==> src/rtl/rgb_lut_scan_ctrl_if.sv <==
// rgb_lut_scan_ctrl_if: board I/O, datapath and truth-table signals of the RGB LUT scan controller (master = controller, slave = board/datapath side)
interface rgb_lut_scan_ctrl_if;
  logic        mode;
  logic        step_btn;
  logic [1:0]  sw_a;
  logic [1:0]  sw_b;
  logic        dp_red;
  logic        dp_blue;
  logic        dp_green;
  logic [1:0]  dp_a;
  logic [1:0]  dp_b;
  logic        led_r;
  logic        led_g;
  logic        led_b;
  logic        busy;
  logic [3:0]  scan_idx;
  logic        scan_done;
  logic [15:0] tbl_red;
  logic [15:0] tbl_blue;
  logic [15:0] tbl_green;
  modport master (
    input  mode, step_btn, sw_a, sw_b, dp_red, dp_blue, dp_green,
    output dp_a, dp_b, led_r, led_g, led_b, busy, scan_idx, scan_done, tbl_red, tbl_blue, tbl_green
  );
  modport slave (
    output mode, step_btn, sw_a, sw_b, dp_red, dp_blue, dp_green,
    input  dp_a, dp_b, led_r, led_g, led_b, busy, scan_idx, scan_done, tbl_red, tbl_blue, tbl_green
  );
endinterface

==> src/rtl/rgb_lut_scan_ctrl.sv <==
// rgb_lut_scan_ctrl: drives the a/b LED-logic datapath manually or by a 16-step scan, captures its truth table and drives the RGB LED
// Ports: clk, rst_n (async active-low), bus (rgb_lut_scan_ctrl_if.master: switches, button, datapath I/O, LED, scan status, tables)
// Option: define RGB_PWM_EN to gate the LEDs with a PWM_BITS-wide free-running counter at PWM_DUTY
module rgb_lut_scan_ctrl #(
  parameter int SETTLE_CYCLES = 2,
  parameter int DWELL_CYCLES  = 50_000_000,
  parameter int PWM_BITS      = 8,
  parameter int PWM_DUTY      = 64
) (
  input logic clk,
  input logic rst_n,
  rgb_lut_scan_ctrl_if.master bus
);
  localparam int MAXC = SETTLE_CYCLES > DWELL_CYCLES ? SETTLE_CYCLES : DWELL_CYCLES;
  localparam int CW   = $clog2(MAXC + 1);
  if (SETTLE_CYCLES < 1 || DWELL_CYCLES < 1 || PWM_BITS < 1 || PWM_DUTY < 0 || PWM_DUTY >= (1 << PWM_BITS)) begin : g_bad_param
    $error("rgb_lut_scan_ctrl: illegal parameter value");
  end
  typedef enum logic [2:0] {IDLE, DRIVE, SETTLE, CAPTURE, DWELL} state_t;
  state_t        r_state;
  logic [CW-1:0] r_cnt;
  logic [1:0]    r_sync;
  logic          r_sync_d;
  logic          r_step;
  logic [1:0]    r_dp_a;
  logic [1:0]    r_dp_b;
  logic [3:0]    r_idx;
  logic [15:0]   r_tbl_red;
  logic [15:0]   r_tbl_blue;
  logic [15:0]   r_tbl_green;
  logic [2:0]    r_rgb;
  logic          r_busy;
  logic          r_done;
  logic          w_pwm_on;
  // registered edge detect puts step pulse 3 cycles after the pin edge
  always_ff @(posedge clk or negedge rst_n) begin
    if (!rst_n) begin
      r_sync   <= '0;
      r_sync_d <= 1'b0;
      r_step   <= 1'b0;
    end else begin
      r_sync   <= {r_sync[0], bus.step_btn};
      r_sync_d <= r_sync[1];
      r_step   <= r_sync[1] & ~r_sync_d;
    end
  end
  always_ff @(posedge clk or negedge rst_n) begin
    if (!rst_n) begin
      r_state     <= IDLE;
      r_cnt       <= '0;
      r_dp_a      <= '0;
      r_dp_b      <= '0;
      r_idx       <= '0;
      r_tbl_red   <= '0;
      r_tbl_blue  <= '0;
      r_tbl_green <= '0;
      r_rgb       <= '0;
      r_busy      <= 1'b0;
      r_done      <= 1'b0;
    end else begin
      r_done <= 1'b0;
      if (r_busy && !bus.mode) begin
        r_state <= IDLE;
        r_busy  <= 1'b0;
      end else begin
        case (r_state)
          IDLE:
            if (!bus.mode) begin
              r_dp_a <= bus.sw_a;
              r_dp_b <= bus.sw_b;
              r_rgb  <= {bus.dp_red, bus.dp_green, bus.dp_blue};
            end else if (r_step) begin
              r_state <= DRIVE;
              r_idx   <= '0;
              r_busy  <= 1'b1;
            end
          DRIVE: begin
            r_dp_a  <= r_idx[3:2];
            r_dp_b  <= r_idx[1:0];
            r_cnt   <= CW'(SETTLE_CYCLES - 1);
            r_state <= SETTLE;
          end
          SETTLE:
            if (r_cnt == '0) r_state <= CAPTURE;
            else r_cnt <= r_cnt - 1'b1;
          CAPTURE: begin
            r_tbl_red[r_idx]   <= bus.dp_red;
            r_tbl_blue[r_idx]  <= bus.dp_blue;
            r_tbl_green[r_idx] <= bus.dp_green;
            r_rgb   <= {bus.dp_red, bus.dp_green, bus.dp_blue};
            r_cnt   <= CW'(DWELL_CYCLES - 1);
            r_state <= DWELL;
          end
          DWELL:
            if (r_cnt != '0) r_cnt <= r_cnt - 1'b1;
            else begin
              r_idx   <= r_idx + 1'b1;
              r_state <= &r_idx ? IDLE : DRIVE;
              r_busy  <= ~&r_idx;
              r_done  <= &r_idx;
            end
          default: r_state <= IDLE;
        endcase
      end
    end
  end
`ifdef RGB_PWM_EN
  logic [PWM_BITS-1:0] r_pwm_cnt;
  always_ff @(posedge clk or negedge rst_n) begin
    if (!rst_n) r_pwm_cnt <= '0;
    else r_pwm_cnt <= r_pwm_cnt + 1'b1;
  end
  assign w_pwm_on = r_pwm_cnt < PWM_BITS'(PWM_DUTY);
`else
  assign w_pwm_on = 1'b1;
`endif
  assign bus.dp_a      = r_dp_a;
  assign bus.dp_b      = r_dp_b;
  assign bus.led_r     = r_rgb[2] & w_pwm_on;
  assign bus.led_g     = r_rgb[1] & w_pwm_on;
  assign bus.led_b     = r_rgb[0] & w_pwm_on;
  assign bus.busy      = r_busy;
  assign bus.scan_idx  = r_idx;
  assign bus.scan_done = r_done;
  assign bus.tbl_red   = r_tbl_red;
  assign bus.tbl_blue  = r_tbl_blue;
  assign bus.tbl_green = r_tbl_green;
endmodule

==> src/flat_wrapper.sv <==
// flat-port wrapper written by rule: the top's interface ports become plain ports
module rgb_lut_scan_ctrl_flat 
#(
  parameter int SETTLE_CYCLES = 2,
  parameter int DWELL_CYCLES  = 50_000_000,
  parameter int PWM_BITS      = 8,
  parameter int PWM_DUTY      = 64
)
  (clk, rst_n, bus_mode, bus_step_btn, bus_sw_a, bus_sw_b, bus_dp_red, bus_dp_blue, bus_dp_green, bus_dp_a, bus_dp_b, bus_led_r, bus_led_g, bus_led_b, bus_busy, bus_scan_idx, bus_scan_done, bus_tbl_red, bus_tbl_blue, bus_tbl_green);
  rgb_lut_scan_ctrl_if bus_i ();
  input logic clk;
  input logic rst_n;
  input wire logic [$bits(bus_i.mode)-1:0] bus_mode;
  input wire logic [$bits(bus_i.step_btn)-1:0] bus_step_btn;
  input wire logic [$bits(bus_i.sw_a)-1:0] bus_sw_a;
  input wire logic [$bits(bus_i.sw_b)-1:0] bus_sw_b;
  input wire logic [$bits(bus_i.dp_red)-1:0] bus_dp_red;
  input wire logic [$bits(bus_i.dp_blue)-1:0] bus_dp_blue;
  input wire logic [$bits(bus_i.dp_green)-1:0] bus_dp_green;
  output wire logic [$bits(bus_i.dp_a)-1:0] bus_dp_a;
  output wire logic [$bits(bus_i.dp_b)-1:0] bus_dp_b;
  output wire logic [$bits(bus_i.led_r)-1:0] bus_led_r;
  output wire logic [$bits(bus_i.led_g)-1:0] bus_led_g;
  output wire logic [$bits(bus_i.led_b)-1:0] bus_led_b;
  output wire logic [$bits(bus_i.busy)-1:0] bus_busy;
  output wire logic [$bits(bus_i.scan_idx)-1:0] bus_scan_idx;
  output wire logic [$bits(bus_i.scan_done)-1:0] bus_scan_done;
  output wire logic [$bits(bus_i.tbl_red)-1:0] bus_tbl_red;
  output wire logic [$bits(bus_i.tbl_blue)-1:0] bus_tbl_blue;
  output wire logic [$bits(bus_i.tbl_green)-1:0] bus_tbl_green;
  assign bus_i.mode = bus_mode;
  assign bus_i.step_btn = bus_step_btn;
  assign bus_i.sw_a = bus_sw_a;
  assign bus_i.sw_b = bus_sw_b;
  assign bus_i.dp_red = bus_dp_red;
  assign bus_i.dp_blue = bus_dp_blue;
  assign bus_i.dp_green = bus_dp_green;
  assign bus_dp_a = bus_i.dp_a;
  assign bus_dp_b = bus_i.dp_b;
  assign bus_led_r = bus_i.led_r;
  assign bus_led_g = bus_i.led_g;
  assign bus_led_b = bus_i.led_b;
  assign bus_busy = bus_i.busy;
  assign bus_scan_idx = bus_i.scan_idx;
  assign bus_scan_done = bus_i.scan_done;
  assign bus_tbl_red = bus_i.tbl_red;
  assign bus_tbl_blue = bus_i.tbl_blue;
  assign bus_tbl_green = bus_i.tbl_green;
  rgb_lut_scan_ctrl #(.SETTLE_CYCLES(SETTLE_CYCLES), .DWELL_CYCLES(DWELL_CYCLES), .PWM_BITS(PWM_BITS), .PWM_DUTY(PWM_DUTY)) u_core (.clk(clk), .rst_n(rst_n), .bus(bus_i));
endmodule
==> config.mk <==
export PLATFORM = sky130hd
export DESIGN_NAME = rgb_lut_scan_ctrl_flat
export DESIGN_NICKNAME = d
export VERILOG_FILES = /design/src/rtl/rgb_lut_scan_ctrl_if.sv /design/src/rtl/rgb_lut_scan_ctrl.sv /design/src/flat_wrapper.sv
export SDC_FILE = /design/constraint.sdc
export NUM_CORES = 1
export LEC_CHECK = 0
export CAP_MARGIN = 0
export CORE_MARGIN = 8
export CORE_UTILIZATION = 45
export CTS_CLUSTER_SIZE = 8
export DETAILED_ROUTE_END_ITERATION = 10
export PLACE_DENSITY = 0.66
export SETUP_SLACK_MARGIN = 0.4
export SLEW_MARGIN = 20
export SYNTH_ARGS = -nofsm -noshare
export SYNTH_HDL_FRONTEND = slang
export SYNTH_SLANG_ARGS = --single-unit
export TNS_END_PERCENT = 10
==> constraint.sdc <==
create_clock -name clk -period 2.75 [get_ports clk]
set_input_delay 0.55 -clock clk [delete_from_list [all_inputs] [get_ports clk]]
set_output_delay 0.55 -clock clk [all_outputs]
set_load 0.02 [all_outputs]
==> key figures, run 1 <==
Placed design
  – Placer congestion estimate: 0.852
  – Post-DP HPWL: 8110 um
  – PortBufs: 71
  – DP Worst Slack: 0.163 ns

Die
  – Num ports: 72
  – Std-Cell Core Area: 0.00977 mm2
  – Die Area: 0.0135 mm2
  – Die boundary height: 116 um
  – Starting Density: 46.2%
  – Num rows: 36
  – Die width: 116 um

GRT
  – Initial antenna violation count: 0
  – Vias in the first global route: 3524
  – First-pass GRT wire length: 18500 um
  – Largest net degree at the start of global routing: 60
  – Total track usage: 17.5%
  – Global route overflow: 0

Pwr
  – PD cells: 838 mW/mm2
  – Combinational share of power: 39.3%
  – Net switching power: 0.00190 W
  – Clock network fraction of total power: 18.7%
  – Sw Share: 40.3%
  – Worst IR drop on VDD: 0.000356 V
  – P_leak: 2.40 nW
  – Seq pwr share: 42.1%
  – Internal power: 0.00282 W

Yosys
  – Simple-Gate Fraction of Synth Area: 21.0%
  – Largest area contributor in the netlist: dfrtp_1
  – Synth async-reset ratio: 100%
  – Compound-gate portion of the synthesized area: 8.50%
  – Top post-synthesis cells by area: dfrtp_1 52%, mux2_2 13%, nor3_1 5.4%
  – Largest family of logic cells by synthesized area: simple AND/OR/NAND/NOR gates
  – Synth Instances: 422
  – Post-synth top area share: 52.0%
  – Most common cell in the synthesized netlist: dfrtp_1
  – Most common flop cell mapped by yosys: dfrtp_1
  – Yosys warns: 0
  – Adder-Cell Fraction of Synth Area: 1.38%
  – Synth Area per Inst: 10.7 um2
  – EDFF count, synth: 0
  – Yosys cell types: 53
  – Seq/Total Area, Yosys: 52.0%
  – Synthesized area: 0.00452 mm2
  – Yosys reg bits: 94
  – Commonest cells in the netlist: 94 x dfrtp_1, 51 x mux2_2, 49 x nor3_1, 34 x nor2_1, 21 x a21oi_1
  – Post-Synth XOR/XNOR Area: 0.388%
  – Syn nets: 438
  – Multiplexer share of the synthesized area: 13.8%

Cells and area
  – Core Util, Final: 57.7%
  – Antenna cell count: 0
  – Nets: 513
  – Share of layout cells above drive strength 1: 19.3%
  – Layout area overhead: 24.9%

Routing
  – Routed Antenna Nets: 0
  – Vias per cell: 5.60
  – Drt pass-1 iters: 4
  – WL per Instance: 17.8 um
  – DRC Markers: 0
  – Final WL: 11300 um
  – 1st-iter DRT viols: 253
  – Vias post-DR: 3557

Setup path
  – Reg2reg end: u_core.bus.scan_idx[3]$_DFFE_PN0P_
  – Largest delay share family, worst path: simple AND/OR/NAND/NOR gates
  – Setup Crit Path Kind: reg2reg
  – Reg2Reg Depth: 7
  – Critical-path cell list: inv_1 > ha_1 > nor4b_4 > nand2_2 > or3_4 > or4_1 > a21oi_1
  – Worst R2R Setup Slack: 0.42 ns
  – CP max stage delay: 0.47 ns
  – Setup crit start: u_core.r_cnt[0]$_DFFE_PN0P_
  – Critical path required time: 3.05 ns
  – Worst EP arrival: 2.62 ns
  – RR Startpoint: u_core.r_cnt[0]$_DFFE_PN0P_
  – Setup crit end kind: flop
  – Buffers & Inverters on Critical Path: 1
  – Worst Setup EP: u_core.bus.scan_idx[3]$_DFFE_PN0P_
  – Worst setup SP type: flop
  – CP Max Fanout: 6
  – CP max-delay cell: or3_4
  – Critical Path Stages: 7

Timing
  – Final hold viol count: 0
  – Final worst slack: 0.424 ns
  – # setup viols final: 0
  – Max Clock Skew: 0.0114 ns
  – Slew HR: 50.1%
  – RSZ-0062 raised after global routing: yes
  – Max Freq: 430 MHz
  – Worst-Margin Slew: 0.747 ns
  – Final period util: 84.6%
  – Period minus WS final: 2.33 ns
  – Setup TNS: 0 ns
  – Slew Limit Fails: 0

Clock tree
  – Post-CTS Setup Repair Bufs: 0
  – CTS Buffer Depth: 2
  – TritonCTS clock tree: built
  – Num CTS Buffers: 9
  – Clk_lat worst skew: 0.36 ns
  – Clock Sinks: 94
  – Clock Pin Slew Worst Setup and Hold Paths: 0.10 ns
  – Root buffer cell: clkbuf_8
  – Hold_buf cts: 0
  – H-tree depth: 3

Flow run
  – Number of max-cap violations: 0

Run status
  – Status: finished clean

Worst hold path
  – Hold Crit Class: in2async
[worst min-delay path by stage]
stage                          startpoint                           to  slack (ns)  cells after the start
3_5_place_dp   u_core.r_sync[0]$_DFF_PN0_   u_core.r_sync[1]$_DFF_PN0_        0.34                      0
5_1_grt                             rst_n  u_core.bus.busy$_DFFE_PN0P_        0.17                      1
4_1_cts                             rst_n  u_core.bus.busy$_DFFE_PN0P_        0.15                      1
3_3_place_gp   u_core.r_sync[0]$_DFF_PN0_   u_core.r_sync[1]$_DFF_PN0_        0.33                      0
2_1_floorplan                       rst_n  u_core.bus.busy$_DFFE_PN0P_        0.25                      0
6_report                            rst_n  u_core.bus.busy$_DFFE_PN0P_        0.14                      1
[power by group through the flow]
stage	combinational (W)	clock [W]	sequential, W
2_1_floorplan	0.00119	0	0.00202
3_3_place_gp	0.00180	0	0.00199
3_5_place_dp	0.00185	0	0.00201
4_1_cts	0.00186	0.000916	0.00198
5_1_grt	0.00205	0.000978	0.00204
6_report	0.00186	0.000884	0.00199
[metrics by stage]
stage | cell area [um2] | hold WS [ns] | std cells | power, W
floorplan | 4520 | 0.254 | 422 | 0.00320
global placement | 5440 | 0.335 | 619 | 0.00379
detailed placement | 5440 | 0.336 | 619 | 0.00385
CTS | 5640 | 0.150 | 635 | 0.00476
global route | 5640 | 0.166 | 635 | 0.00506
finish | 5640 | 0.143 | 635 | 0.00473
[repair_timing]
item,4_1_cts,5_1_grt
endpoints found under the hold margin,0,0
gates resized for setup,1,1
setup endpoints to repair,8,27
[cell families after synthesis]
| logic type | after synthesis |
|---|---|
| XOR/XNOR | 2 |
| flip-flops | 94 |
| adder cells (fa/ha/maj) | 5 |
| buffers and inverters | 32 |
| AO/OA/AOI/OAI | 59 |
| multiplexers | 56 |
| AND/OR/NAND/NOR | 174 |
[sequential cells by signal, indices dropped and copies added, names as in the netlist]
signal,cells
u_core.r_cnt,26
u_core.bus.scan_idx,4
u_core.r_step,1
u_core.bus.scan_done,1
u_core.r_rgb,3
u_core.r_sync_d,1
u_core.bus.tbl_green,16
u_core.bus.tbl_red,16
u_core.r_sync,2
u_core.bus.busy,1
u_core.bus.dp_b,2
u_core.bus.tbl_blue,16
u_core.r_state,3
u_core.bus.dp_a,2
[layer usage]
layer / part of all wire, % / GRT usage (%) / up-vias
met5: 0 / 0 / -
met4: 1.1 / 6.05 / 0
met3: 5.3 / 3.57 / 9
met2: 48 / 27.7 / 102
met1: 46 / 23.2 / 1761
li1: - / - / 1685
[final cells by class]
type	instances	area, um2
clock buffer	10	138
clock inverter	6	52.6
fill	834	4130
inverter	9	33.8
multi-input combinational	296	2050
sequential	94	2350
tap	133	166
timing repair buffer	87	853
[cells in the final DEF, fill, tap and decap left out, types with 2 or more instances in the layout]
cell type and count:
a211oi_1 3, a21boi_0 2, a21oi_1 21, a2bb2oi_1 2, a311oi_1 2, a31oi_1 2
and2_1 3, and3_1 5, buf_12 2, buf_4 15, clkbuf_8 10, clkdlybuf4s50_1 70
clkinvlp_4 2, dfrtp_1 94, ha_1 5, inv_1 9, inv_6 2, mux2_2 51
mux2i_1 5, nand2_1 20, nand2b_1 4, nand3_1 14, nand4_1 10, nor2_1 34
nor2b_1 4, nor3_1 49, nor3b_1 4, nor4_1 7, nor4_4 2, o21ai_0 10
o22ai_1 2, o31ai_1 2, o41ai_1 2, or2_2 3, or3_1 2, or4_1 4
xnor2_1 2
(Power assumes the default switching activity.)
==> run 2: changes to the inputs <==
==> constraint.sdc (replaced) <==
create_clock -name clk -period 2.45 [get_ports clk]
set_input_delay 0.49 -clock clk [delete_from_list [all_inputs] [get_ports clk]]
set_output_delay 0.49 -clock clk [all_outputs]
set_load 0.02 [all_outputs]
==> run 2 against run 1 <==
First-iteration DRC count increased by 4.0%. Clock power increased by 15%. Non-clock buffer count increased by 34. Die area unchanged. Via count increased by 4.9%.
==> key figures, run 2 (same netlist as run 1, synthesis figures left out) <==
Cells and area
  – Fill cells: 823 (was 834)
  – Reg with most FFs: u_core.r_cnt (unchanged)
  – Most frequent cells in the layout: 91 x dfrtp_1, 70 x clkdlybuf4s50_1, 51 x mux2_2 (was 94 x dfrtp_1, 70 x clkdlybuf4s50_1, 51 x mux2_2)
  – Nets: 547 (was 513)
  – Antenna cell count: 0 (unchanged)
  – Layout area overhead: 34.2% (was 24.9%)
  – Share of layout cells above drive strength 1: 28.7% (was 19.3%)
  – Max reg flops: 26 (unchanged)
  – Most common cell after layout, fill and taps aside: dfrtp_1 (unchanged)

Routing
  – Vias per cell: 5.59 (was 5.60)
  – Drt pass-1 iters: 4 (unchanged)
  – Final WL: 12300 um (was 11300 um)
  – 1st-iter DRT viols: 263 (was 253)
  – DRC Markers: 0 (unchanged)
  – WL per Instance: 18.4 um (was 17.8 um)
  – Vias post-DR: 3730 (was 3557)
  – Routed Antenna Nets: 0 (unchanged)

Timing
  – Worst-Margin Slew: 0.704 ns (was 0.747 ns)
  – Max Clock Skew: 0.00484 ns (was 0.0114 ns)
  – Slew HR: 52.9% (was 50.1%)
  – Max Freq: 450 MHz (was 430 MHz)
  – Period minus WS final: 2.22 ns (was 2.33 ns)
  – RSZ-0062 raised after global routing: yes (unchanged)
  – # setup viols final: 0 (unchanged)
  – Slew Limit Fails: 0 (unchanged)
  – Final period util: 90.6% (was 84.6%)
  – Setup TNS: 0 ns (unchanged)
  – Final hold viol count: 0 (unchanged)

Die
  – Die Area: 0.0135 mm2 (unchanged)
  – Num rows: 36 (unchanged)
  – Die boundary height: 116 um (unchanged)
  – Std-Cell Core Area: 0.00977 mm2 (unchanged)
  – Num ports: 72 (unchanged)
  – Starting Density: 46.2% (unchanged)
  – Die width: 116 um (unchanged)

Pwr
  – PD cells: 985 mW/mm2 (was 838 mW/mm2)
  – Worst IR drop on VDD: 0.000417 V (was 0.000356 V)
  – Tot Pwr: 0.00598 W (was 0.00473 W)
  – P_leak: 2.62 nW (was 2.40 nW)

Clock tree
  – H-tree depth: 3 (unchanged)
  – Clock Sinks: 94 (unchanged)
  – Root buffer cell: clkbuf_8 (unchanged)
  – Hold_buf cts: 0 (unchanged)
  – CTS Buffer Depth: 2 (unchanged)
  – Clk_lat worst skew: 0.36 ns (about the same)
  – TritonCTS clock tree: built (unchanged)
  – Num CTS Buffers: 9 (unchanged)
  – Clock Pin Slew Worst Setup and Hold Paths: 0.09 ns (was 0.10 ns)

GRT
  – Largest net degree at the start of global routing: 62 (was 60)
  – First-pass GRT wire length: 18900 um (was 18500 um)
  – Vias in the first global route: 3660 (was 3524)
  – Global route overflow: 0 (unchanged)
  – Initial antenna violation count: 0 (unchanged)
  – Total track usage: 17.9% (was 17.5%)

Setup path
  – Worst setup SP type: flop (unchanged)
  – CP Max Fanout: 8 (was 6)
  – Reg2reg end: u_core.r_cnt[25]$_DFFE_PN0P_ (was u_core.bus.scan_idx[3]$_DFFE_PN0P_)
  – Setup crit end kind: flop (unchanged)
  – Setup Crit Path Kind: reg2reg (unchanged)
  – RR Startpoint: u_core.r_cnt[1]$_DFFE_PN0P_ (was u_core.r_cnt[0]$_DFFE_PN0P_)
  – Critical path required time: 2.74 ns (was 3.05 ns)
  – Reg2Reg Depth: 10 (was 7)
  – Worst R2R Setup Slack: 0.23 ns (was 0.42 ns)
  – Worst EP arrival: 2.51 ns (was 2.62 ns)

Placed design
  – Post-DP HPWL: 8190 um (was 8110 um)
  – Placer congestion estimate: 0.833 (was 0.852)
  – PortBufs: 71 (unchanged)

Flow run
  – Number of max-cap violations: 0 (unchanged)

Run status
  – Status: finished clean (unchanged)

Worst hold path
  – Hold Crit Class: in2async (unchanged)
## run 2: cell count changes in the layout (fill, tap and decap cells not counted), moves of 3 or more
cell | previous run | this run
nor3_2 | 0 | 7
buf_4 | 15 | 42
a21oi_1 | 21 | 18
dfrtp_2 | 0 | 3
buf_6 | 0 | 6
nor3_1 | 49 | 42
dfrtp_1 | 94 | 91
## run 2: critical path, cell delays in order, from the launching register on
cell       delay (ns)
dfrtp_1          0.40
inv_2            0.08
ha_4             0.13
nor4b_4          0.17
buf_4            0.19
nand4_1          0.10
buf_6            0.15
o31ai_4          0.42
clkbuf_16        0.25
o22ai_2          0.09
a2bb2oi_2        0.15
## run 2: how the worst max path moves through the flow
stage / start / endpoint / slack [ns] / depth (start not counted)
global route: u_core.r_cnt[1]$_DFFE_PN0P_ / u_core.r_cnt[25]$_DFFE_PN0P_ / 0.17 / 10
CTS: u_core.r_cnt[0]$_DFFE_PN0P_ / u_core.r_state[0]$_DFFE_PN0P_ / 0.34 / 8
detailed placement: bus_mode / u_core.bus.tbl_green[10]$_DFFE_PN0P_ / -0.02 / 6
finish: u_core.r_cnt[1]$_DFFE_PN0P_ / u_core.r_cnt[25]$_DFFE_PN0P_ / 0.23 / 10
global placement: bus_mode / u_core.bus.tbl_red[10]$_DFFE_PN0P_ / -0.02 / 6
floorplan: u_core.r_cnt[1]$_DFFE_PN0P_ / u_core.r_state[0]$_DFFE_PN0P_ / 0.38 / 7
## run 2: routing by layer
layer	part of all wire, %	track usage (%)	vias up	wire, um
li1	-	-	1757	-
met1	44	23.4	1852	5390
met2	49	29.1	104	6010
met3	5.8	3.21	17	708
met4	1.4	6.57	0	167
met5	0	0	-	0
## run 2: timing repair
item	in CTS	in global routing
gates resized for setup	8	30
pin swaps	8	13
gates cloned	0	3
endpoints found under the setup margin	39	80
setup buffers	13	6
## run 2: layout make-up
type / count / area [um2] / area share, %
Timing Repair Buffer: 121 / 1150 / 18.9
Clock buffer: 9 / 124 / 2.04
Inverter: 9 / 33.8 / 0.557
Tap cell: 133 / 166 / 2.74
Sequential cell: 94 / 2360 / 38.8
Multi-Input combinational cell: 296 / 2180 / 35.9
Clock inverter: 5 / 60.1 / 0.990
## run 2: stage by stage
stage          hold slack [ns]  area, um2  setup slack, ns  instances  utilization (%)
2_1_floorplan            0.194       4520            0.375        422                -
4_1_cts                 0.0679       5870            0.344        658             60.0
3_5_place_dp             0.341       5550          -0.0163        631             56.8
3_3_place_gp             0.343       5550          -0.0182        631             56.8
5_1_grt                 0.0854       6070            0.171        667             62.1
6_report                0.0656       6070            0.230        667             62.1
## run 2: power by group
group | internal, W | leakage (nW) | switching, W | total [W]
sequential | 0.00185 | 1.25 | 0.000381 | 0.00223
clock | 0.000467 | 0.0920 | 0.000552 | 0.00102
combinational | 0.00128 | 1.28 | 0.00144 | 0.00272
total | 0.00360 | 2.62 | 0.00237 | 0.00598
